==> config.mk <==
export PLATFORM = sky130hd
export DESIGN_NAME = booth_mult_seq
export DESIGN_NICKNAME = d
export VERILOG_FILES = /design/src/rtl/booth_pkg.sv /design/src/rtl/booth_step.sv /design/src/rtl/booth_mult_seq.sv
export SDC_FILE = /design/constraint.sdc
export NUM_CORES = 1
export LEC_CHECK = 0
export ABC_AREA = 1
export CORE_UTILIZATION = 55
export DETAILED_ROUTE_END_ITERATION = 10
export PLACE_DENSITY = 0.8
export REMOVE_ABC_BUFFERS = 1
export SYNTH_ARGS = -nofsm -noshare
export SYNTH_HDL_FRONTEND = slang
export SYNTH_HIERARCHICAL = 1
export SYNTH_SLANG_ARGS = --single-unit
==> constraint.sdc <==
create_clock -name clk -period 3.33 [get_ports clk]
set_input_delay 0.666 -clock clk [delete_from_list [all_inputs] [get_ports clk]]
set_output_delay 0.666 -clock clk [all_outputs]
set_load 0.01 [all_outputs]
==> src/rtl/booth_pkg.sv <==
// Shared types and constants for the sequential radix-2 Booth multiplier.
// Optional unsigned mode is enabled with the BOOTH_UNSIGNED_EN macro.
package booth_pkg;

  typedef enum logic [1:0] {
    IDLE,
    CALC,
    DONE
  } state_t;

  // {Q[0], Q_1} recoding pairs
  localparam logic [1:0] BP_ADD = 2'b01;
  localparam logic [1:0] BP_SUB = 2'b10;

  function automatic int cnt_w(input int w);
    return $clog2(w + 2);
  endfunction

endpackage

==> src/rtl/booth_step.sv <==
// One Booth iteration: conditional add/sub of M into A, then an
// arithmetic right shift of {A,Q,Q_1}. Purely combinational.
module booth_step
  import booth_pkg::*;
#(
  parameter int XW = 8
) (
  input  logic [XW:0]   a,
  input  logic [XW-1:0] q,
  input  logic          q1,
  input  logic [XW-1:0] m,
  output logic [XW:0]   a_nx,
  output logic [XW-1:0] q_nx,
  output logic          q1_nx
);

  logic [XW:0] mx;
  logic [XW:0] sum;
  logic [1:0]  pair;

  assign mx   = {m[XW-1], m};
  assign pair = {q[0], q1};

  // add/sub selected by the recoding pair, then shift right by one
  always_comb begin
    sum = a;
    unique case (1'b1)
      (pair == BP_SUB): sum = a - mx;
      (pair == BP_ADD): sum = a + mx;
      default:          sum = a;
    endcase
    a_nx  = {sum[XW], sum[XW:1]};
    q_nx  = {sum[0], q[XW-1:1]};
    q1_nx = q[0];
  end

endmodule

==> src/rtl/booth_mult_seq.sv <==
// Sequential Booth multiplier with valid/ready on both sides.
// Define BOOTH_UNSIGNED_EN to add the in_signed port (unsigned mode).
module booth_mult_seq
  import booth_pkg::*;
#(
  parameter int WIDTH = 8
) (
  input  logic               clk,
  input  logic               n_rst,
  input  logic               in_valid,
  output logic               in_ready,
  input  logic [WIDTH-1:0]   in1,
  input  logic [WIDTH-1:0]   in2,
`ifdef BOOTH_UNSIGNED_EN
  input  logic               in_signed,
`endif
  output logic               out_valid,
  input  logic               out_ready,
  output logic [2*WIDTH-1:0] out,
  output logic               busy
);

`ifdef BOOTH_UNSIGNED_EN
  localparam int XW = WIDTH + 1;
`else
  localparam int XW = WIDTH;
`endif
  localparam int CW = cnt_w(WIDTH);
  localparam int PW = 2 * XW + 1;

  state_t state;
  state_t state_nx;

  logic [XW:0]   a;
  logic [XW-1:0] q;
  logic          q1;
  logic [XW-1:0] m;
  logic [CW-1:0] count;
  logic [CW-1:0] count_nx;
  logic [CW-1:0] n_lim;

  logic [XW:0]   a_nx;
  logic [XW-1:0] q_nx;
  logic          q1_nx;
  logic [XW-1:0] q_ld;
  logic [XW-1:0] m_ld;

  logic          shamt;
  logic [PW-1:0] full;
  logic [PW-1:0] sh;
  logic          unused_sh;

  logic load;
  logic step;
  logic fin;
  logic drop;

`ifdef BOOTH_UNSIGNED_EN
  logic sgn;

  // signed mode scans N=WIDTH bits, leaving one multiplier bit in Q[0]
  assign n_lim = sgn ? CW'(WIDTH) : CW'(WIDTH + 1);
  assign shamt = sgn;
  assign q_ld  = in_signed ? {in1[WIDTH-1], in1} : {1'b0, in1};
  assign m_ld  = in_signed ? {in2[WIDTH-1], in2} : {1'b0, in2};
`else
  assign n_lim = CW'(WIDTH);
  assign shamt = 1'b0;
  assign q_ld  = in1;
  assign m_ld  = in2;
`endif

  assign count_nx  = count + CW'(1);
  assign full      = {a_nx, q_nx};
  assign sh        = full >> shamt;
  assign unused_sh = ^sh[PW-1:2*WIDTH];

  assign in_ready = (state == IDLE);
  assign busy     = (state != IDLE);

  booth_step #(.XW(XW)) u_step (
    .a     (a),
    .q     (q),
    .q1    (q1),
    .m     (m),
    .a_nx  (a_nx),
    .q_nx  (q_nx),
    .q1_nx (q1_nx)
  );

  // state register
  always_ff @(posedge clk or negedge n_rst) begin
    if (!n_rst) state <= IDLE;
    else        state <= state_nx;
  end

  // next state and datapath strobes
  always_comb begin
    state_nx = state;
    load     = 1'b0;
    step     = 1'b0;
    fin      = 1'b0;
    drop     = 1'b0;
    unique case (state)
      IDLE: begin
        if (in_valid) begin
          load     = 1'b1;
          state_nx = CALC;
        end
      end
      CALC: begin
        step = 1'b1;
        if (count_nx == n_lim) begin
          fin      = 1'b1;
          state_nx = DONE;
        end
      end
      DONE: begin
        if (out_ready) begin
          drop     = 1'b1;
          state_nx = IDLE;
        end
      end
      default: state_nx = IDLE;
    endcase
  end

  // operand/accumulator registers and the product output
  always_ff @(posedge clk or negedge n_rst) begin
    if (!n_rst) begin
      a         <= '0;
      q         <= '0;
      q1        <= 1'b0;
      m         <= '0;
      count     <= '0;
      out       <= '0;
      out_valid <= 1'b0;
`ifdef BOOTH_UNSIGNED_EN
      sgn       <= 1'b0;
`endif
    end else begin
      if (load) begin
        a     <= '0;
        q     <= q_ld;
        q1    <= 1'b0;
        m     <= m_ld;
        count <= '0;
`ifdef BOOTH_UNSIGNED_EN
        sgn   <= in_signed;
`endif
      end else if (step) begin
        a     <= a_nx;
        q     <= q_nx;
        q1    <= q1_nx;
        count <= count_nx;
      end
      if (fin) begin
        out       <= sh[2*WIDTH-1:0];
        out_valid <= 1'b1;
      end else if (drop) begin
        out_valid <= 1'b0;
      end
    end
  end

endmodule

After elaboration in Yosys (flattened, before gate mapping)
Cells that the tools add are included.
{"block": "totals", "ff_bits": 49, "inputBits": 20, "output_inout_bits": 19, "word_cells": 46}
{"block": "classes", "n_addsub": 3, "eq_ne": 8, "n_mux": 22, "reduce_logical": 5}
{"operator": "two-way mux 9 bit", "count": 2}
{"operator": "one-hot mux 9 bit (2 select lines)", "count": 1}
{"operator": "two-way mux 8 bit", "count": 2}
{"operator": "two-way mux 1 bit", "count": 11}
{"operator": "adder 9 bit", "count": 1}
{"operator": "subtractor 9 bit", "count": 1}
{"operator": "two-way mux 4 bit", "count": 2}
{"operator": "two-way mux 2 bit", "count": 3}
{"operator": "!= test 2 bit (second input constant)", "count": 3}
{"operator": "one-hot mux 2 bit (3 select lines)", "count": 1}
{"operator": "nonzero test 2 bit", "count": 3}
{"operator": "adder 4 x 1 -> 4 bit (second input constant)", "count": 1}
{"operator": "equality test 2 x 1 -> 1 bit (second input constant)", "count": 2}
{"operator": "equality test 2 bit (second input constant)", "count": 2}
{"operator": "equality test 4 bit (second input constant)", "count": 1}
{"operator": "AND reduction 3 bit", "count": 1}
{"operator": "logical NOT 2 bit", "count": 1}

Depth between registers and ports, before layout
{"block": "logic_depth", "depth_word": 5, "depth_mapped": 19, "mapped_depth_nobuf": 18}

Modules after synthesis
The synthesis kept the hierarchy.
{"mod": "booth_mult_seq", "instances": 1, "cells_per_inst": 229, "area_per_inst_um2": 2080.7, "seq_area_each_um2": 1226.2}
{"mod": "booth_step", "instances": 1, "cells_per_inst": 132, "area_per_inst_um2": 733.2, "seq_area_each_um2": 0.0}

Worst setup path after synthesis
OpenSTA, ideal clock, no wires.
{"block": "synth_path", "kind": "register to register", "startpoint": "register q[0]", "endpoint": "register a[8]", "setup_ps": 116, "arrival_ps": 2190, "required_ps": 3214, "slack_ps": 1023, "path_stages_with_launch": 19, "path_buffers": 1, "synth_period_minus_slack_ps": 2307, "path_cell_list": "dfrtp_1 -> inv_1 -> ha_1 -> inv_1 -> nand2_1 -> o21ai_0 -> xor2_1 -> ha_1 -> nand2_1 -> inv_1 -> a21oi_1 -> nand2_1 -> nand3_1 -> nand3_1 -> nand2_1 -> nand2_1 -> buf_4 -> nand2_1 -> nand2_1"}
{"block": "synth_via", "elab_chain_len": 4, "word_cells_on_any_way": 5, "cone_classes": "eq/ne (2); mux (3)"}
{"element": "from (decl)", "line": "booth_mult_seq.sv:35", "source": "logic [XW-1:0] q;"}
{"element": "from (signal assigned)", "line": "booth_mult_seq.sv:144", "source": "q <= q_ld;"}
{"element": "from (signal assigned)", "line": "booth_mult_seq.sv:153", "source": "q <= q_nx;"}
{"element": "equality test 2 x 1 -> 1 bit or equality test 2 bit (tied branches)", "line": "booth_step.sv:29, booth_step.sv:28"}
{"element": "one-hot mux 9 bit (2 select lines) *", "line": "booth_step.sv:27", "source": "unique case (1'b1)"}
{"element": "named net a_nx[7]", "line": "booth_mult_seq.sv:42", "source": "logic [XW:0] a_nx;"}
{"element": "two-way mux 9 bit *", "line": "booth_mult_seq.sv:151", "source": "end else if (step) begin"}
{"element": "two-way mux 9 bit *", "line": "booth_mult_seq.sv:142", "source": "if (load) begin"}
{"element": "to (signal assigned)", "line": "booth_mult_seq.sv:152", "source": "a <= a_nx;"}
{"element": "to (decl)", "line": "booth_mult_seq.sv:34", "source": "logic [XW:0] a;"}
Mark *: on every way through the listed nets, which the timed path passes. The rest lies on a longest branch. The select of a mux whose other input is x is not followed.
A chain may end at the register's enable or synchronous reset.

Worst setup path after layout
{"block": "layout_path", "startpoint": "register q[0]", "endpoint": "register out[15]"}
{"block": "layout_via", "elab_chain_len": 2, "word_cells_on_any_way": 3, "cone_classes": "eq/ne (2); mux (1)"}
{"element": "equality test 2 x 1 -> 1 bit or equality test 2 bit (tied branches)", "line": "booth_step.sv:29, booth_step.sv:28"}
{"element": "one-hot mux 9 bit (2 select lines) *", "line": "booth_step.sv:27"}
{"element": "named net a_nx[7]", "line": "booth_mult_seq.sv:42"}
{"element": "to (signal assigned)", "line": "booth_mult_seq.sv:158", "source": "out <= sh[2*WIDTH-1:0];"}
{"element": "to (decl)", "line": "booth_mult_seq.sv:19", "source": "output logic [2*WIDTH-1:0] out,"}
Mark *: on every way through the listed nets, which the timed path passes. The rest lies on a longest branch.

==> qor.txt <==
area grow syn2layout: 14.8%
multiplexer area fraction after synthesis: 0%
share of layout cells above drive strength 1: 4.90%
status: complete, no violations
syn avg cell area: 7.79 um2
final worst-path cycle share: 76.1%
cts repair resizes: 0
TritonCTS Buffers: 5
Setup TNS: 0 ns
Post-synth EDFFs: 0
Async S/R FF share, synth: 100%
commonest non-fill, non-tap cell in the layout: nand2_1
post-route minimum period: 2.53 ns
first-pass GRT wire length: 10100 um
Clock Path Buffers: 2
DP Area: 0.00312 mm2
DPL Wire Length: 3980 um
CP peak stage delay: 0.41 ns
Iter 0 DRT Violations: 159
routed len/inst: 12.6 um
CP max-delay cell: dfrtp_1
max-cap violations: 0
Yosys reg bits: 49
Synth warnings: 6
GP Congestion: 0.886
DRT Wirelength: 5750 um
Seq. cell area: 0.00123 mm2
clock sinks: 49
Post-DRT Antenna Nets: 0
number of H-tree levels: 2
initial core utilization: 58.4%
Placeable Area: 0.00482 mm2
pwr dens: 1220 mW/mm2
Post-synth top flop: dfrtp_1
synthesized-area fraction occupied by adder cells: 6.05%
Worst-path clk slew: 0.10 ns
vias: 2414
Die Ht: 73.5 um
total die area: 0.00541 mm2
vias in the first global route: 2264
Max Slew Vio Count: 0
chip width: 73.5 um
Clock Latency Late Sink: 0.30 ns
Crit path arrival time: 2.77 ns
RSZ-0062 raised after global routing: false
commonest non-fill, non-tap cells in the layout: 160 x nand2_1, 49 x dfrtp_1, 37 x clkdlybuf4s50_1
Post-Syn Area: 0.00281 mm2
hold_buf cts: 0
Most common cell on crit path: nand2_1
GR Overflow Total: 0
hold_ws: 0.476 ns
Synth Area in Compound Gates: 5.11%
FF-to-FF Start: q[0]
Detailed Routing Iterations Pass 1: 4
DR DRC count: 0
Leakage: 1.65 nW
maximum vdd ir drop: 704 uV
R2R Setup Slk: 0.80 ns
CTS tree: done
clk_skew: 0.00883 ns
clock root buffer: clkbuf_8
Std-Cell Rows: 25
CP startpoint kind: flop
number of fill cells: 432
sequential fraction of the synthesis area: 43.6%
vias per std cell: 5.31
initial antenna violation count: 0
Final Hold Vio Count: 0
Post-Syn Instances: 361
main combinational cell family by area after synthesis: simple AND/OR/NAND/NOR gates
r2r worst-path depth: 18
Setup CP Type: flop to flop
simple-gate share of the synthesized area: 34.1%
gr usage total: 24.1%
data required time of the critical path: 3.57 ns
largest net degree at the start of global routing: 50
multi-input combinational cell area: 0.00133 mm2
Fmax: 0.395 GHz
crit path max fanout: 6
Slew @ Worst Pin: 1.07 ns
critical-path cell list: inv_1 -> ha_1 -> inv_1 -> nand2_1 -> o21ai_0 -> xor2_1 -> ha_1 -> nand2_1 -> inv_1 -> a21oi_1 -> nand2_1 -> inv_1 -> nand2_1 -> nand3_1 -> nand2_1 -> nand2_1 -> nand4_1 -> nand2_1
final instance area: 0.00323 mm2
Nets: 420
hold path endpoint: out[1]
Setup violations, final: 0
Post-Synth XOR/XNOR Area: 1.87%
I/O pin total: 39
I/O Buffers: 38
Hold Path Class: flop to flop
Crit. End Element: flop
Relative slew margins: 28.7%
R2R Path End: out[15]
Inserted Diodes: 0
Hold Crit Start: out[1]
hold depth: 2
Cell variety after synth: 31
Post-CTS Setup Bufs: 0
[where the power goes]
| part | internal, mW | leakage, nW | switching, mW | total, mW |
|---|---|---|---|---|
| Combinational | 0.952 | 0.981 | 1.44 | 2.39 |
| Clock | 0.226 | 0.0554 | 0.203 | 0.429 |
| Sequential | 0.877 | 0.613 | 0.226 | 1.10 |
| Total | 2.06 | 1.65 | 1.87 | 3.93 |
[logic make-up after synthesis]
logic type / after synthesis
AND/OR/NAND/NOR: 221
flip-flops: 49
buffers and inverters: 46
AO/OA/AOI/OAI: 26
adder cells (fa/ha/maj): 13
XOR/XNOR: 6
[critical path, delay by kind of cell, from the launching register on]
kind | cells | cell delay [ns]
xor+xnor | 1 | 0.16
fa+ha+maj | 2 | 0.58
buf+inv | 4 | 0.32
compound gates | 2 | 0.24
flops | 1 | 0.41
simple gates | 9 | 0.76
[worst max path at each step]
stage,from,endpoint,slack [ns],cells past startpoint
detailed placement,q[0],out[15],0.82,18
finish,q[0],out[15],0.80,18
global route,q[0],out[15],0.54,18
global placement,q[0],out[15],0.86,18
CTS,q[0],out[15],0.80,18
floorplan,q[0],out[15],1.10,18
[cell type report]
cell class              instances  share of cell area, %
inverters                      26                   3.10
flip-flops and latches         49                   38.0
multi-input cells             266                   41.1
repair buffers                 39                   11.9
well taps                      67                   2.59
clock buffers                   6                   2.25
clock inverters                 2                   1.20
[synthesized netlist by cell type, types with 2 or more instances]
cell type / n / area, um2
dfrtp_1: 49 / 1230
inv_1: 23 / 86.3
xor2_1: 2 / 17.5
buf_2: 3 / 15.0
xnor2_1: 4 / 35.0
buf_6: 5 / 56.3
nor2_1: 13 / 48.8
a21oi_1: 11 / 55.1
nand2_1: 160 / 601
nand3_1: 20 / 100
buf_4: 12 / 90.1
ha_1: 12 / 150
nor2_4: 3 / 33.8
nand4_1: 19 / 119
o21ai_0: 9 / 45.0
[sequential cells by signal (all words and copies together) (netlist names)]
name and flops:
a 9, count 4, m 8, out 16
out_valid 1, q 8, q1 1, state 2
[layer usage]
metal  vias to the layer above  wire length, um  global-route usage (%)  share of wire [%]
met1                      1143             2710                    33.7                 47
li1                       1209                -                       -                  -
met3                         8              231                    3.98                4.0
met5                         -                0                       0                  0
met4                         0               55                    5.77               0.96
met2                        54             2750                    39.2                 48
[per-stage QoR]
stage | power [mW] | cells | setup WS [ns] | utilization [%]
after floorplan | 2.81 | 341 | 1.10 | -
after global placement | 3.41 | 447 | 0.857 | 64.8
after detailed placement | 3.48 | 447 | 0.821 | 64.8
after CTS | 3.93 | 455 | 0.801 | 67.1
after global routing | 4.35 | 455 | 0.543 | 67.1
final | 3.93 | 455 | 0.797 | 67.1
Power figures use the tool's default switching activity.
